--- config.mk ---
export PLATFORM = sky130hd
export DESIGN_NAME = slice_add_seq
export DESIGN_NICKNAME = d
export VERILOG_FILES = /design/src/rtl/slice_add_seq.sv
export SDC_FILE = /design/constraint.sdc
export NUM_CORES = 1
export LEC_CHECK = 0
export ABC_CLOCK_PERIOD_IN_PS = 2800
export BUFFER_PORTS_ARGS = -buffer_cell sky130_fd_sc_hd__buf_2
export CORE_MARGIN = 4
export CORE_UTILIZATION = 42
export CTS_CLUSTER_SIZE = 12
export DETAILED_ROUTE_END_ITERATION = 6
export HOLD_SLACK_MARGIN = 0.08
export PLACE_DENSITY_LB_ADDON = 0.1
export SLEW_MARGIN = 25
export SYNTH_ARGS = -nofsm -noshare
export SYNTH_HDL_FRONTEND = slang
export SYNTH_SLANG_ARGS = --single-unit
--- constraint.sdc ---
create_clock -name clk -period 2.8 [get_ports clk]
set_input_delay 0.14 -clock clk [delete_from_list [all_inputs] [get_ports clk]]
set_output_delay 0.14 -clock clk [all_outputs]
set_load 0.05 [all_outputs]
--- src/rtl/slice_add_seq.sv ---
// Sequential W-bit adder/subtractor: one 3-bit ripple slice reused over NSLICE
// cycles, least-significant slice first, with IDLE/RUN/DONE sequencing.
module slice_add_seq #(
  parameter int NSLICE = 4
) (
  input  logic                  clk,
  input  logic                  rst,
  input  logic                  start,
  input  logic                  sub,
  input  logic                  cin,
  input  logic [3*NSLICE-1:0]   a,
  input  logic [3*NSLICE-1:0]   b,
  output logic                  busy,
  output logic                  done,
  output logic [3*NSLICE-1:0]   sum,
  output logic                  cout,
  output logic                  ovf
);
  localparam int W  = 3 * NSLICE;
  localparam int IW = (NSLICE > 1) ? $clog2(NSLICE) : 1;

  typedef enum logic [1:0] {IDLE, RUN, DONE} state_t;

  state_t         state, state_nxt;
  logic [W-1:0]   a_q, b_q, psum, res;
  logic           carry;
  logic [IW-1:0]  idx;
  logic [2:0]     sa, sb, ss;
  logic [3:0]     c;
  logic           last;

  // Shared 3-bit ripple slice; c[2] is the carry into the slice MSB.
  assign sa   = a_q[3*idx +: 3];
  assign sb   = b_q[3*idx +: 3];
  assign c[0] = carry;
  for (genvar i = 0; i < 3; i++) begin : g_fa
    assign ss[i]   = sa[i] ^ sb[i] ^ c[i];
    assign c[i+1]  = (sa[i] & sb[i]) | (c[i] & (sa[i] ^ sb[i]));
  end

  assign last = (idx == IW'(NSLICE - 1));

  always_comb begin
    res             = psum;
    res[3*idx +: 3] = ss;
  end

  always_ff @(posedge clk) begin
    if (rst) state <= IDLE;
    else     state <= state_nxt;
  end

  always_comb begin
    state_nxt = state;
    busy      = 1'b0;
    done      = 1'b0;
    case (state)
      IDLE: if (start) state_nxt = RUN;
      RUN: begin
        busy = 1'b1;
        if (last) state_nxt = DONE;
      end
      DONE: begin
        done      = 1'b1;
        state_nxt = IDLE;
      end
      default: state_nxt = IDLE;
    endcase
  end

  always_ff @(posedge clk) begin
    if (rst) begin
      a_q   <= '0;
      b_q   <= '0;
      psum  <= '0;
      carry <= 1'b0;
      idx   <= '0;
      sum   <= '0;
      cout  <= 1'b0;
      ovf   <= 1'b0;
    end else begin
      case (state)
        IDLE: if (start) begin
          // Subtract as a + ~b + 1; cin only matters for add.
          a_q   <= a;
          b_q   <= sub ? ~b : b;
          carry <= sub ? 1'b1 : cin;
          idx   <= '0;
        end
        RUN: begin
          psum  <= res;
          carry <= c[3];
          idx   <= last ? '0 : idx + 1'b1;
          if (last) begin
            sum  <= res;
            cout <= c[3];
            ovf  <= c[2] ^ c[3];
          end
        end
        default: ;
      endcase
    end
  end
endmodule

==> reports/summary.json, run 1 <==
{
  "floorplanning": {
    "floorplan.core_area_um2": 5956,
    "starting_density_of_the_core_pct": 43.36,
    "dieWidth_um": 86.42,
    "io-pin-count": 45,
    "floorplan.die_area_um2": 7468,
    "die_h_um": 86.42,
    "placementRows": 28
  },
  "synthesis": {
    "yosysUniqueCellTypes": 32,
    "average_cell_area_after_synthesis_um2": 9.357,
    "number_of_warning_messages_in_the_yosys_log": 0,
    "postSynthRegisterBits": 55,
    "syn-instance-count": 276,
    "synth_nets": 314,
    "synth_seq_area_share_pct": 42.64,
    "area_of_the_mapped_netlist_um2": 2582
  },
  "critical_path": {
    "crit_path_top_delay_cell": "mux4_2",
    "critical_path.startpoint_type": "flip-flop",
    "critPathMaxStageDelay_ns": 0.51,
    "cp_data_arrival_time_ns": 2.86,
    "critPathKind": "flip-flop to flip-flop",
    "cp_data_required_time_ns": 2.97,
    "endpoint_kind": "flip-flop",
    "critical_path_peak_fanout": 4,
    "critical_path.cell_chain": "mux4_2 -> fa_2 -> inv_2 -> fa_2 -> inv_2 -> fa_1 -> buf_4 -> a221oi_1 -> nor3_1"
  },
  "final_layout": {
    "antennaDiodeCount": 0,
    "areaGrowthSynthToFinish_pct": 19.67,
    "drive_gt1_share_pct": 26.30,
    "final_common_cell": "dfxtp_1",
    "final_cell_mix": "dfxtp_1 (54), buf_2 (44), nor2_1 (41)",
    "number_of_nets_in_the_finished_design": 364,
    "nFillCells": 582,
    "fin_util_pct": 51.89
  },
  "power": {
    "cellLeakagePower_uw": 0.001247,
    "irDropWorstVdd_mv": 0.2102,
    "powerDensity_nw_per_um2": 496.4
  },
  "clocking": {
    "cts_max_level": 2,
    "cts_setup_buffers": 0,
    "cts_made_buffers": 5,
    "clock_buffer_depth": 2,
    "clock_tree_from_tritoncts": "built",
    "clock_latency_ns": 0.31,
    "cts.sink_count": 55,
    "clock_tree.root_cell": "clkbuf_8",
    "post_cts_clock_slew_at_the_launch_and_capture_registers_of_the_worst_setup_and_hold_paths_ns": 0.10
  },
  "timing": {
    "worstMarginPinSlew_ns": 0.7008,
    "post-route-period-util_pct": 95.98,
    "worst_slew_margin_pct": 53.28,
    "final.min_clock_period_ns": 2.688,
    "setup_repair_after_global_routing_missed_its_margin": "yes",
    "fmaxAchievable_ghz": 0.3721,
    "number_of_endpoints_failing_setup_at_the_final_stage": 0,
    "timing_hold_violations_final": 0,
    "fin_skew_ns": 0.008864,
    "holdWs_ns": 0.1188,
    "worst_slack_ns": 0.1125,
    "finalMaxSlewViolations": 0
  },
  "placed_design": {
    "pre_cts_slack_ns": 0.09023,
    "port_buffers": 44,
    "finalWeightedCongestion": 0.7442,
    "post-dp-hpwl_um": 3880
  },
  "global_routing": {
    "grt_use_total_pct": 16.30,
    "grt_start_max_net_pins": 37,
    "grt_pass1_vias": 2035,
    "global_route.overflow_total": 0,
    "antenna_found_initial": 0,
    "grt_pass1_wl_um": 9666
  },
  "route": {
    "vias": 2085,
    "wire_per_inst_um": 14.32,
    "routed_antenna_nets": 0,
    "remaining_drc_errors": 0,
    "route.detailed.vias_per_inst": 5.187,
    "count_of_routing_violations_after_the_opening_detailed_route_iteration": 71,
    "detail_route.wirelength_um": 5757,
    "first_pass_iters": 6
  },
  "status": {
    "run_status": "finished clean"
  },
  "flow_run": {
    "total_of_max_cap_violations": 0
  },
  "hold_path": {
    "type_of_the_most_critical_hold_path": "input pin to flip-flop"
  }
}
-- final timing paths --
check             startpoint     end  slack [ns]  depth (start not counted)
setup reg to reg      idx[0]  sum[2]        0.11                          9
hold reg to reg          ovf     ovf        0.46                          2
setup / recovery      idx[0]  sum[2]        0.11                          9
hold / removal          b[2]  b_q[2]        0.12                          3
-- worst max-delay path, delay by kind of cell, from the launching register on --
family / cells / cell delay (ns)
AOI/OAI and AO/OA: 1 / 0.26
adders and majority gates: 3 / 1.05
and+or+nand+nor: 1 / 0.09
muxes: 1 / 0.51
buffers and inverters: 3 / 0.26
DFF: 1 / 0.38
-- cell type report --
cell class,count,area (um2),share of cell area (%)
sequential,55,1105,35.75
multi-input combinational,185,1340,43.36
tap,75,93.84,3.036
inverter,12,45.04,1.457
timing repair buffer,67,422.9,13.68
clock inverter,3,15.01,0.4858
clock buffer,5,68.82,2.227
-- synth_stat cells, drive strengths merged --
cell	number	area (um2)
fa	3	60.06
and3	1	6.260
o21bai	1	7.510
and4bb	1	12.51
and3b	3	26.28
xnor2	13	113.9
o21a	1	7.510
nand2	28	105.1
nor2	41	153.9
dfxtp	55	1101
or3b	1	8.760
clkbuf	10	41.29
buf	14	86.34
mux4	6	135.1
nand2b	2	12.51
inv	12	45.04
a21oi	15	75.07
a2111oi	1	8.760
nor3	12	60.06
a221oi	12	105.1
nand3b	5	37.54
a22oi	2	15.01
nor2b	5	31.28
ha	6	75.07
nor3b	1	18.77
a32oi	12	105.1
a211oi	13	127.6
-- through the flow --
step / instance area, um2 / TNS, ns / total power, uW / instances
4_1_cts: 3064 / 0 / 1551 / 402
3_3_place_gp: 2860 / 0 / 1105 / 382
5_1_grt: 3090 / -0.07083 / 1620 / 402
3_5_place_dp: 2860 / 0 / 1108 / 382
6_report: 3090 / 0 / 1534 / 402
2_1_floorplan: 2595 / 0 / 1035 / 276
-- cell families after synthesis --
logic type	Yosys count	share of synthesized area [%]
AND/OR/NAND/NOR	100	18.31
multiplexers	6	5.233
adder cells (fa/ha/maj)	9	5.233
buffers and inverters	36	6.686
XOR/XNOR	13	4.409
flip-flops	55	42.64
AO/OA/AOI/OAI	57	17.49
-- registers in the layout, summed over array words and instances, names as in the netlist --
name	flops
a_q	12
b_q	12
carry	1
cout	1
idx	2
ovf	1
psum	12
state	2
sum	12
-- metal layers --
layer	GRT usage, %	wire length, um	up-vias
met5	0	0	-
met4	4.674	70	0
met3	3.232	207	7
met2	27.75	2767	43
met1	20.96	2711	968
li1	-	-	1067
-- timing repair --
action / CTS / global route
setup endpoints to repair: 0 / 4
hold buffers: 12 / 0
hold endpoints to repair: 12 / 0
resized for setup: 0 / 8
-- report_power, final --
| part | internal [uW] | leakage, uW | switching, uW | total [uW] |
|---|---|---|---|---|
| Sequential | 815 | 0.000449 | 22.1 | 837 |
| Combinational | 124 | 0.000750 | 141 | 265 |
| Clock | 172 | 0.0000477 | 259 | 431 |
| Total | 1110 | 0.00125 | 422 | 1530 |
No activity file was read; power rests on OpenSTA's default activity.
==> run 2: changes to the inputs <==
- SETUP_SLACK_MARGIN: unset -> 0.15
==> run 2 against run 1 <==
Effect of this change:
- worst setup slack better by 0.033 ns
- wire length is 2.0% higher
- power is 12% higher
- core utilization is 0.44 points higher
- cell count is 0.75% lower
- flip-flop and latch count stayed put
- maximum frequency is 1.3% higher
- non-clock buffer count is 3 lower
- global-route usage is 0.92 points higher
- via count is 1.0% lower
- die area stayed put
- register-to-register slack better by 0.03 ns
- largest power group unchanged
==> reports/summary.json, run 2 (synthesized netlist as in run 1, its figures left out) <==
{
  "status": {
    "run_status": "finished clean"
  },
  "timing": {
    "fin_skew_ns": 0.01013,
    "fmaxAchievable_ghz": 0.3768,
    "worst_slew_margin_pct": 54.12,
    "number_of_endpoints_failing_setup_at_the_final_stage": 0,
    "setup_repair_after_global_routing_missed_its_margin": "yes",
    "worstMarginPinSlew_ns": 0.6861,
    "timing_hold_violations_final": 0,
    "final.min_clock_period_ns": 2.654,
    "finalMaxSlewViolations": 0,
    "worst_slack_ns": 0.1458,
    "post-route-period-util_pct": 94.79
  },
  "placed_design": {
    "post-dp-hpwl_um": 3973,
    "dp.cells": 378,
    "pre_cts_slack_ns": 0.08521,
    "finalWeightedCongestion": 0.7197,
    "port_buffers": 44
  },
  "critical_path": {
    "cp_data_arrival_time_ns": 2.89,
    "endpoint_kind": "flip-flop",
    "critical_path.startpoint_type": "flip-flop",
    "critical_path_peak_fanout": 6,
    "cp_data_required_time_ns": 3.04,
    "crit_path_top_delay_cell": "fa_1",
    "critical-path-top-delay-family": "adder cells",
    "reg2regPathDepth": 9,
    "worst-path-buf-inv": 2,
    "critical_path.cell_chain": "mux4_2 -> fa_2 -> inv_2 -> fa_2 -> inv_2 -> fa_1 -> nor2b_4 -> a221oi_2 -> nor3_1",
    "rrSetupSlack_ns": 0.15,
    "worst_r2r_endpoint": "sum[8]",
    "critPathKind": "flip-flop to flip-flop",
    "regToRegStartpoint": "idx[0]",
    "critPathMaxStageDelay_ns": 0.52
  },
  "global_routing": {
    "grt_pass1_vias": 1982,
    "global_route.overflow_total": 0,
    "grt_use_total_pct": 17.22,
    "grt_pass1_wl_um": 10070,
    "antenna_found_initial": 0,
    "grt_start_max_net_pins": 56
  },
  "hold_path": {
    "min_path_cells": 3,
    "type_of_the_most_critical_hold_path": "input pin to flip-flop",
    "hold_start": "a[9]",
    "whs_endpoint": "a_q[9]"
  },
  "route": {
    "routed_antenna_nets": 0,
    "count_of_routing_violations_after_the_opening_detailed_route_iteration": 72,
    "wire_per_inst_um": 14.72,
    "detail_route.wirelength_um": 5873,
    "vias": 2064,
    "route.detailed.vias_per_inst": 5.173,
    "first_pass_iters": 4,
    "remaining_drc_errors": 0
  },
  "final_layout": {
    "final_cell_mix": "dfxtp_1 (54), buf_2 (43), nor2_1 (41)",
    "number_of_nets_in_the_finished_design": 361,
    "antennaDiodeCount": 0,
    "drive_gt1_share_pct": 25.62,
    "layout.cells.non_filler": 399,
    "areaGrowthSynthToFinish_pct": 20.69,
    "nFillCells": 583,
    "final_common_cell": "dfxtp_1"
  },
  "clocking": {
    "clock_buffer_depth": 2,
    "post_cts_clock_slew_at_the_launch_and_capture_registers_of_the_worst_setup_and_hold_paths_ns": 0.10,
    "cts_made_buffers": 5,
    "cts_max_level": 2,
    "clock_latency_ns": 0.31,
    "cts-resized-gates": 0,
    "clock_tree.root_cell": "clkbuf_8",
    "clock_tree_from_tritoncts": "built",
    "cts.sink_count": 55
  },
  "floorplanning": {
    "dieWidth_um": 86.42,
    "floorplan.die_area_um2": 7468,
    "placementRows": 28,
    "starting_density_of_the_core_pct": 43.36,
    "die_h_um": 86.42,
    "floorplan.core_area_um2": 5956,
    "io-pin-count": 45
  },
  "power": {
    "comb_power_share_pct": 15.0,
    "total_switching_power_uw": 420.2,
    "internal-power_uw": 1291,
    "cellLeakagePower_uw": 0.001251,
    "pwr-share-seq_pct": 49.0,
    "irDropWorstVdd_mv": 0.3284,
    "powerDensity_nw_per_um2": 549.2,
    "p_sw_share_pct": 24.55,
    "share_of_power_burned_in_the_clock_network_pct": 36.0
  },
  "flow_run": {
    "total_of_max_cap_violations": 0
  }
}
[run 2: changes by cell type in the layout (fill, tap and decap cells not counted)]
| cell | delta |
|---|---|
| clkinv_2 | -3 |
| buf_4 | -1 |
| buf_2 | -1 |
| clkbuf_1 | +1 |
| dlygate4sd3_1 | -1 |
| bufinv_16 | +2 |
[run 2: timing repair]
| item | CTS | global route |
|---|---|---|
| endpoints found under the setup margin | 6 | 7 |
| hold buffers | 11 | 0 |
| pin swaps | 4 | 3 |
| endpoints found under the hold margin | 11 | 0 |
| buffers inserted | 1 | 1 |
| cloned | 0 | 0 |
[run 2: worst max path at each step]
| stage | from | to | slack (ns) | cells after the start |
|---|---|---|---|---|
| after global routing | idx[0] | sum[8] | -0.01 | 9 |
| after floorplan | idx[0] | sum[11] | 0.1 | 10 |
| after CTS | idx[0] | sum[8] | 0.1 | 9 |
| final | idx[0] | sum[8] | 0.15 | 9 |
| after detailed placement | idx[0] | sum[8] | 0.09 | 9 |
| after global placement | idx[0] | sum[5] | 0.11 | 9 |
[run 2: stage by stage]
stage	hold slack (ns)	util [%]	cell area (um2)	total power (uW)	setup TNS, ns
floorplan	0.2760	-	2625	1039	0
global placement	0.3805	47.96	2856	1101	0
detailed placement	0.3868	47.96	2856	1102	0
CTS	0.08561	52.16	3107	1734	0
global route	0.09959	52.33	3117	1801	-0.01890
finish	0.09264	52.33	3117	1712	0
[run 2: layer usage]
metal,track usage (%),vias to the layer above,part of all wire (%)
met1,22.65,955,46
met2,28.30,50,49
met3,4.183,4,4.3
met4,4.674,0,0.80
li1,-,1055,-
met5,0,-,0
[run 2: worst min-delay path, stage by stage]
cell	delay (ns)
buf_2	0.10
nand2_1	0.07
a21oi_1	0.06
[run 2: cell type report]
type	count	area (um2)	area share [%]
Multi-Input combinational cell	185	1340	42.99
Inverter	12	45.04	1.445
Clock buffer	6	72.57	2.328
Timing Repair Buffer	64	400.4	12.85
Clock inverter	2	60.06	1.927
Sequential cell	55	1105	35.45
Tap cell	75	93.84	3.011
[run 2: power by group through the flow]
stage               logic [uW]  registers, uW  clock network (uW)
finish                     256            839                 617
global route               289            844                 669
CTS                        258            839                 636
detailed placement         244            857                   0
global placement           245            856                   0
floorplan                  191            848                   0
